## src/rtl/trace_sequencer.sv

```systemverilog
`default_nettype none
// ============================================================================
// Module   : trace_sequencer
// Brief    : Per-frame trace pass controller. It opens a pass in VBLANK, keeps
//            the view vectors steady, takes host updates and times each pass.
// Revision : 1.0
// ============================================================================
module trace_sequencer #(
    parameter int            FW         = 16,
    parameter int            CW         = 16,
    parameter int            START_LINE = 480,
    parameter int            END_LINE   = 524,
    parameter int            LAST_COL   = 639,
    parameter logic [FW-1:0] DEF_PX     = 16'h0600,
    parameter logic [FW-1:0] DEF_PY     = 16'h0600,
    parameter logic [FW-1:0] DEF_FX     = 16'h0000,
    parameter logic [FW-1:0] DEF_FY     = 16'hFC00,
    parameter logic [FW-1:0] DEF_VX     = 16'h0200,
    parameter logic [FW-1:0] DEF_VY     = 16'h0000
) (
    input  logic          clk,
    input  logic          reset,
    input  logic [9:0]    hpos_i,
    input  logic [9:0]    vpos_i,
    input  logic          host_valid_i,
    output logic          host_ready_o,
    input  logic [FW-1:0] host_px_i,
    input  logic [FW-1:0] host_py_i,
    input  logic [FW-1:0] host_fx_i,
    input  logic [FW-1:0] host_fy_i,
    input  logic [FW-1:0] host_vx_i,
    input  logic [FW-1:0] host_vy_i,
    input  logic          trace_store_i,
    input  logic [9:0]    trace_column_i,
    output logic          tracer_enable_o,
    output logic [FW-1:0] act_px_o,
    output logic [FW-1:0] act_py_o,
    output logic [FW-1:0] act_fx_o,
    output logic [FW-1:0] act_fy_o,
    output logic [FW-1:0] act_vx_o,
    output logic [FW-1:0] act_vy_o,
    output logic [10:0]   frame_count_o,
    output logic          busy_o,
    output logic          done_pulse_o,
    output logic          overrun_pulse_o,
    output logic          overrun_flag_o,
    output logic [CW-1:0] last_cycles_o
);

    localparam int              VW         = 6 * FW;
    localparam logic [9:0]      C_START    = 10'(START_LINE);
    localparam logic [9:0]      C_END      = 10'(END_LINE);
    localparam logic [9:0]      C_LAST_COL = 10'(LAST_COL);
    localparam logic [VW-1:0]   C_DEF_VIEW = {DEF_PX, DEF_PY, DEF_FX, DEF_FY, DEF_VX, DEF_VY};

    typedef enum logic [1:0] {
        S_IDLE    = 2'd0,
        S_TRACING = 2'd1,
        S_DONE    = 2'd2
    } state_t;

    state_t          state_q, state_d;
    logic            enable_q, enable_d;
    logic            busy_q, busy_d;
    logic [CW-1:0]   cycles_q, cycles_d;
    logic [CW-1:0]   last_q, last_d;
    logic            done_q, done_d;
    logic            ovr_q, ovr_d;
    logic            flag_q, flag_d;
    logic [10:0]     frame_q, frame_d;
    logic [VW-1:0]   act_q, act_d;
    logic [VW-1:0]   pend_q, pend_d;
    logic            pend_empty_q, pend_empty_d;

    logic            w_in_win;
    logic            w_start_pos;
    logic            w_last_store;
    logic            w_host_accept;
    logic [CW-1:0]   w_cycles_inc;
    logic [VW-1:0]   w_host_view;

    assign w_in_win      = (vpos_i >= C_START) && (vpos_i <= C_END);
    assign w_start_pos   = (hpos_i == 10'd0) && (vpos_i == C_START);
    assign w_last_store  = trace_store_i && (trace_column_i == C_LAST_COL);
    assign w_host_accept = host_valid_i && pend_empty_q;
    assign w_cycles_inc  = (&cycles_q) ? cycles_q : cycles_q + 1'b1;
    assign w_host_view   = {host_px_i, host_py_i, host_fx_i, host_fy_i, host_vx_i, host_vy_i};

    always_comb begin
        state_d      = state_q;
        enable_d     = enable_q;
        busy_d       = busy_q;
        cycles_d     = cycles_q;
        last_d       = last_q;
        done_d       = 1'b0;
        ovr_d        = 1'b0;
        flag_d       = flag_q;
        frame_d      = frame_q;
        act_d        = act_q;
        pend_d       = pend_q;
        pend_empty_d = pend_empty_q;

        // Accept is gated by the pre-cycle empty flag, so a beat landing on
        // the start cycle stays pending rather than entering this pass.
        if (w_host_accept) begin
            pend_d       = w_host_view;
            pend_empty_d = 1'b0;
        end

        case (state_q)
            S_IDLE: begin
                if (w_start_pos) begin
                    state_d  = S_TRACING;
                    enable_d = 1'b1;
                    busy_d   = 1'b1;
                    cycles_d = '0;
                    frame_d  = frame_q + 11'd1;
                    if (!pend_empty_q) begin
                        act_d        = pend_q;
                        pend_empty_d = 1'b1;
                    end
                end
            end
            S_TRACING: begin
                cycles_d = w_cycles_inc;
                // The pass length includes the cycle that ends it.
                if (w_last_store) begin
                    last_d   = w_cycles_inc;
                    done_d   = 1'b1;
                    enable_d = 1'b0;
                    busy_d   = 1'b0;
                    state_d  = S_DONE;
                end else if (!w_in_win) begin
                    last_d   = w_cycles_inc;
                    ovr_d    = 1'b1;
                    flag_d   = 1'b1;
                    enable_d = 1'b0;
                    busy_d   = 1'b0;
                    state_d  = S_IDLE;
                end
            end
            S_DONE: begin
                if (!w_in_win) begin
                    state_d = S_IDLE;
                end
            end
            default: begin
                state_d  = S_IDLE;
                enable_d = 1'b0;
                busy_d   = 1'b0;
            end
        endcase
    end

    always_ff @(posedge clk) begin
        if (reset) begin
            state_q      <= S_IDLE;
            enable_q     <= 1'b0;
            busy_q       <= 1'b0;
            cycles_q     <= '0;
            last_q       <= '0;
            done_q       <= 1'b0;
            ovr_q        <= 1'b0;
            flag_q       <= 1'b0;
            frame_q      <= '0;
            act_q        <= C_DEF_VIEW;
            pend_q       <= '0;
            pend_empty_q <= 1'b1;
        end else begin
            state_q      <= state_d;
            enable_q     <= enable_d;
            busy_q       <= busy_d;
            cycles_q     <= cycles_d;
            last_q       <= last_d;
            done_q       <= done_d;
            ovr_q        <= ovr_d;
            flag_q       <= flag_d;
            frame_q      <= frame_d;
            act_q        <= act_d;
            pend_q       <= pend_d;
            pend_empty_q <= pend_empty_d;
        end
    end

    assign host_ready_o    = pend_empty_q;
    assign tracer_enable_o = enable_q;
    assign busy_o          = busy_q;
    assign done_pulse_o    = done_q;
    assign overrun_pulse_o = ovr_q;
    assign overrun_flag_o  = flag_q;
    assign frame_count_o   = frame_q;
    assign last_cycles_o   = last_q;
    assign {act_px_o, act_py_o, act_fx_o, act_fy_o, act_vx_o, act_vy_o} = act_q;

endmodule
`default_nettype wire
```

## config.mk

```make
export PLATFORM = sky130hd
export DESIGN_NAME = trace_sequencer
export DESIGN_NICKNAME = d
export VERILOG_FILES = /design/src/rtl/trace_sequencer.sv
export SDC_FILE = /design/constraint.sdc
export NUM_CORES = 1
export LEC_CHECK = 0
export ABC_AREA = 1
export BUFFER_PORTS_ARGS = -buffer_cell sky130_fd_sc_hd__buf_4
export CAP_MARGIN = 5
export CORE_AREA = 2 2 129 156
export CTS_BUF_LIST = sky130_fd_sc_hd__clkbuf_8
export DETAILED_ROUTE_END_ITERATION = 7
export DIE_AREA = 0 0 131 158
export MAX_ROUTING_LAYER = met4
export PLACE_DENSITY = 0.75
export SYNTH_ARGS = -nofsm -noshare
export SYNTH_HDL_FRONTEND = slang
export SYNTH_SLANG_ARGS = --single-unit
```

## constraint.sdc

```tcl
create_clock -name clk -period 2.15 [get_ports clk]
set_input_delay 0.1075 -clock clk [delete_from_list [all_inputs] [get_ports clk]]
set_output_delay 0.1075 -clock clk [all_outputs]
set_load 0.02 [all_outputs]
```

==> metrics list <==
- The first global-routing pass estimated approximately 43000 um of wire.
- The worst register-to-register path has a setup slack of 310 ps.
- TritonCTS created 39 clock buffers.
- Total number of clock tree sinks: 242
* Final hold violation count: 0
* Cell repeated most along the worst path: dlygate4sd3_1
- Summing all placed instances gives a cell area of 0.0115 sq mm.
* ANT nets after route: 0
- For the final database, setup skew stands at 27.6 ps.
- After detailed routing, the total wire length is approximately 28000 um.
- I/O Buffers: between 200 and 300
* Number of warning messages in the yosys log: 0
- The run finished with clean final reports.
- Total I/O pin count: 259
* Highest net fanout along the worst path: 2
- Type of the most critical hold path: input pin to flip-flop
- The kind of cell with the highest combined delay along the critical path is buffers and inverters.
* Number of distinct library cells after synthesis: 31
- Total Routing Usage GR: 0.268
- Summed area of non-filler cells in the final layout: between 0.01 and 0.015 sq mm
- Max_slew headroom: 0.576
- For the worst-skew pair, the clock arrives at the later sink with an insertion delay of 530 ps.
- After technology mapping, the gate count stands at 1261.
- Fraction of layout instances using a drive strength above 1: 0.237
- RSZ-0062 raised after global routing: no
- The clock passes through at most 3 buffers.
- Path depth of the worst reg2reg path: 7
* Overflow left after global routing: 0
* Horizontal die dimension: about 130 um
- Final net count: 1740
* Min-Delay Endpoint: state_q[0]
* Clock tree from TritonCTS: built
* Number of DRC markers after the initial detailed-route iteration: 527
* Launch point of the worst reg-to-reg path: state_q[1]
- For this run, the register share of the synthesized area comes to 0.516.
* Cell depth of the worst min-delay path: 5
- Dividing total power by cell area gives a power density of a little under 700 mW/mm^2.
- Accumulated negative setup slack: 0 ps
* Data arrival time at the worst-slack endpoint: 2400 ps
- Compared with the post-synthesis result, the final layout area differs by 41.2%.
- Counting flops with a built-in enable in the synthesized netlist gives 0.
- STA classifies the critical path startpoint as an input pin.
- After detailed routing, the number of vias per cell comes to 4.98.
* Number of rows created at floorplan: 56
- Counting the fill cells in the layout gives 1551.
- Buffers inserted by post-CTS timing repair: 0
- The most used flip-flop cell after synthesis is dfxtp_1.
- The number of global-route vias before repair is 9249.
* Multi-input logic area: 0.00398 sq mm
- Sequential Area: around 0.0048 sq mm
- Setup violations remaining at the end of the flow were counted as 0.
- Post-synthesis average cell area: 7.44 sq um
* Net Count, Synth: 1393
* Vias: 9441
- For the pin with the worst max-slew slack, the measured transition is 636 ps.
- Final cycle utilization of the critical path: 0.904
- DP HPWL: 16800 um
* Delay of the slowest cell on the worst path: 610 ps
* Non-Filler Instances: 1896
- Achievable frequency: 515 MHz
* Setup CP Type: input pin to flip-flop
- Post-route DRC: 0
- Worst hold margin: 37.0 ps
* Root Buffer Master: clkbuf_8
- The first TritonRoute pass finished after 5 iterations.
* Last weighted congestion value of the routability-driven placer: 0.900
- Leakage Power: 6.26 nW
- Dividing the detail-routed wire length by the instance count gives 14.6 um.
* Fraction of registers with async set or reset after synthesis: 0
- Critical path buffers and inverters: 4
- In this run, synthesis produced a sequential element count of 242.
* Fin. max-slew vios: 0
* Critical register-to-register path endpoint: state_q[1]
- Count of placed standard cells including taps: 1726
* Clock input transition at the sequential cells of the worst setup and hold paths: 60 ps
- Maximum number of pins on one net before global-route repair: 76
* Height of the die: 158 um
- CP Data Required Time: 2610 ps
- Initial cell density of the core: 0.487
- The mapped netlist covers 0.00939 sq mm.
* CTS H-Tree Depth: 2
- In this run the standard cell core region covers 0.0193 sq mm.
- The tool flagged a number of max-cap violations equal to 0.
* Worst-case vdd ir drop: roughly 0.00045 V
- Worst Setup End Kind: flip-flop
- Critical Path, Cell by Cell: dlygate4sd3_1, buf_4, nor3_1, dlygate4sd3_1, nand4_1, dlygate4sd3_1, a21oi_1
* Antenna violations before repair: 2
- Measured on the finished design, the core utilization comes to 0.688.
- In this run the most critical hold path is launched from trace_column_i[8].
- Slowest cell on the critical path: dlygate4sd3_1
* Minimum clock period: 1940 ps
- The die covers approximately 0.021 sq mm.
metrics by stage:
stage          power [mW]  setup WS (ps)
5_1_grt              9.54            106
3_5_place_dp         5.37            299
3_3_place_gp         5.36            389
4_1_cts              9.25            230
2_1_floorplan        5.10            626
6_report             9.18            207
repair_timing:
item | 4_1_cts | 5_1_grt
endpoints found under the hold margin | 120 | 0
endpoints found under the setup margin | 0 | 1
hold buffers | 102 | 0
gates resized for setup | 0 | 1
logic make-up (layout without fill, tap and decap cells):
family | after synthesis | in the layout | share of synthesized area
and+or+nand+nor | 656 | 656 | 0.288
DFF | 242 | 242 | 0.516
AOI/OAI and AO/OA | 224 | 224 | 0.121
other | 0 | 2 | 0
xor gates and xnor gates | 13 | 13 | 0.0121
buffers and inverters | 124 | 496 | 0.0598
adders and majority gates | 2 | 2 | 0.00267
routing by layer:
layer,track usage,wire [um]
met1,0.293,11100
met2,0.453,13500
met3,0.0595,1710
met4,0.143,1270
met5,-,0
Yosys cell counts, types with 3 or more instances:
master | instances | share of area
a21oi_1 | 25 | 0.013
buf_2 | 13 | 0.0069
buf_4 | 3 | 0.0024
buf_6 | 9 | 0.011
clkbuf_1 | 47 | 0.019
dfxtp_1 | 242 | 0.52
inv_1 | 45 | 0.018
inv_2 | 3 | 0.0012
nand2_1 | 156 | 0.062
nand3_1 | 42 | 0.022
nand4_1 | 10 | 0.0067
nor2_1 | 393 | 0.16
nor2_2 | 44 | 0.029
nor3_1 | 4 | 0.0021
o21ai_0 | 163 | 0.087
o21ai_1 | 30 | 0.016
o21bai_1 | 3 | 0.0024
xnor2_1 | 3 | 0.0028
xor2_1 | 10 | 0.0093
worst register-to-register path, cell delays in order (launching register included):
cell and delay (ps):
dfxtp_1 320, inv_1 90, nand2_1 170, inv_1 120, buf_4 220, nand4_1 110, dlygate4sd3_1 610, a21oi_1 150
where the power goes:
part / internal [mW] / switching, mW / leakage (nW)
registers: 4.63 / 0.0817 / 1.97
clock network: 1.97 / 1.76 / 0.428
logic: 0.391 / 0.347 / 3.86
final cells by class:
| cell class | count | area share |
|---|---|---|
| Sequential cell | 242 | 0.365 |
| Multi-Input combinational cell | 895 | 0.300 |
| Timing Repair Buffer | 381 | 0.240 |
| Clock buffer | 47 | 0.0488 |
| Tap cell | 261 | 0.0246 |
| Inverter | 49 | 0.0143 |
| Clock inverter | 19 | 0.00642 |
| Antenna cell | 2 | 0.000377 |
placed cells by master (no fill, tap or decap), types with 2 or more instances in the layout:
cell and instances:
diode_2 2, nor2_1 393, buf_4 274, nor3_1 4
nor2_2 44, ha_1 2, o21ai_1 30, nand3b_1 2
nand2_1 155, nand3_1 42, nand4_1 10, o21bai_1 3
dfxtp_1 242, dlygate4sd3_1 102, clkinv_2 5, xor2_1 10
inv_4 2, o21ai_0 163, inv_1 56, and2_1 2
inv_2 3, a21oi_1 25, xnor2_1 3, buf_12 5
clkbuf_8 47
worst max-delay path by stage:
stage | start | endpoint | slack, ps | cells past startpoint
after floorplan | cycles_q[0] | cycles_q[5] | 630 | 10
after global placement | cycles_q[0] | last_cycles_o[1] | 390 | 10
after detailed placement | cycles_q[0] | cycles_q[2] | 300 | 9
after CTS | trace_column_i[7] | state_q[1] | 230 | 7
after global routing | cycles_q[0] | cycles_q[2] | 110 | 9
final | trace_column_i[7] | state_q[1] | 210 | 7
state kept, by name (all words and copies together), names as in the netlist:
name and count:
done_pulse_o 1, busy_o 1, host_ready_o 1, last_cycles_o 16
overrun_pulse_o 1, act_q 96, frame_count_o 11, pend_q 96
cycles_q 16, overrun_flag_o 1, state_q 2
(Power assumes the default switching activity.)
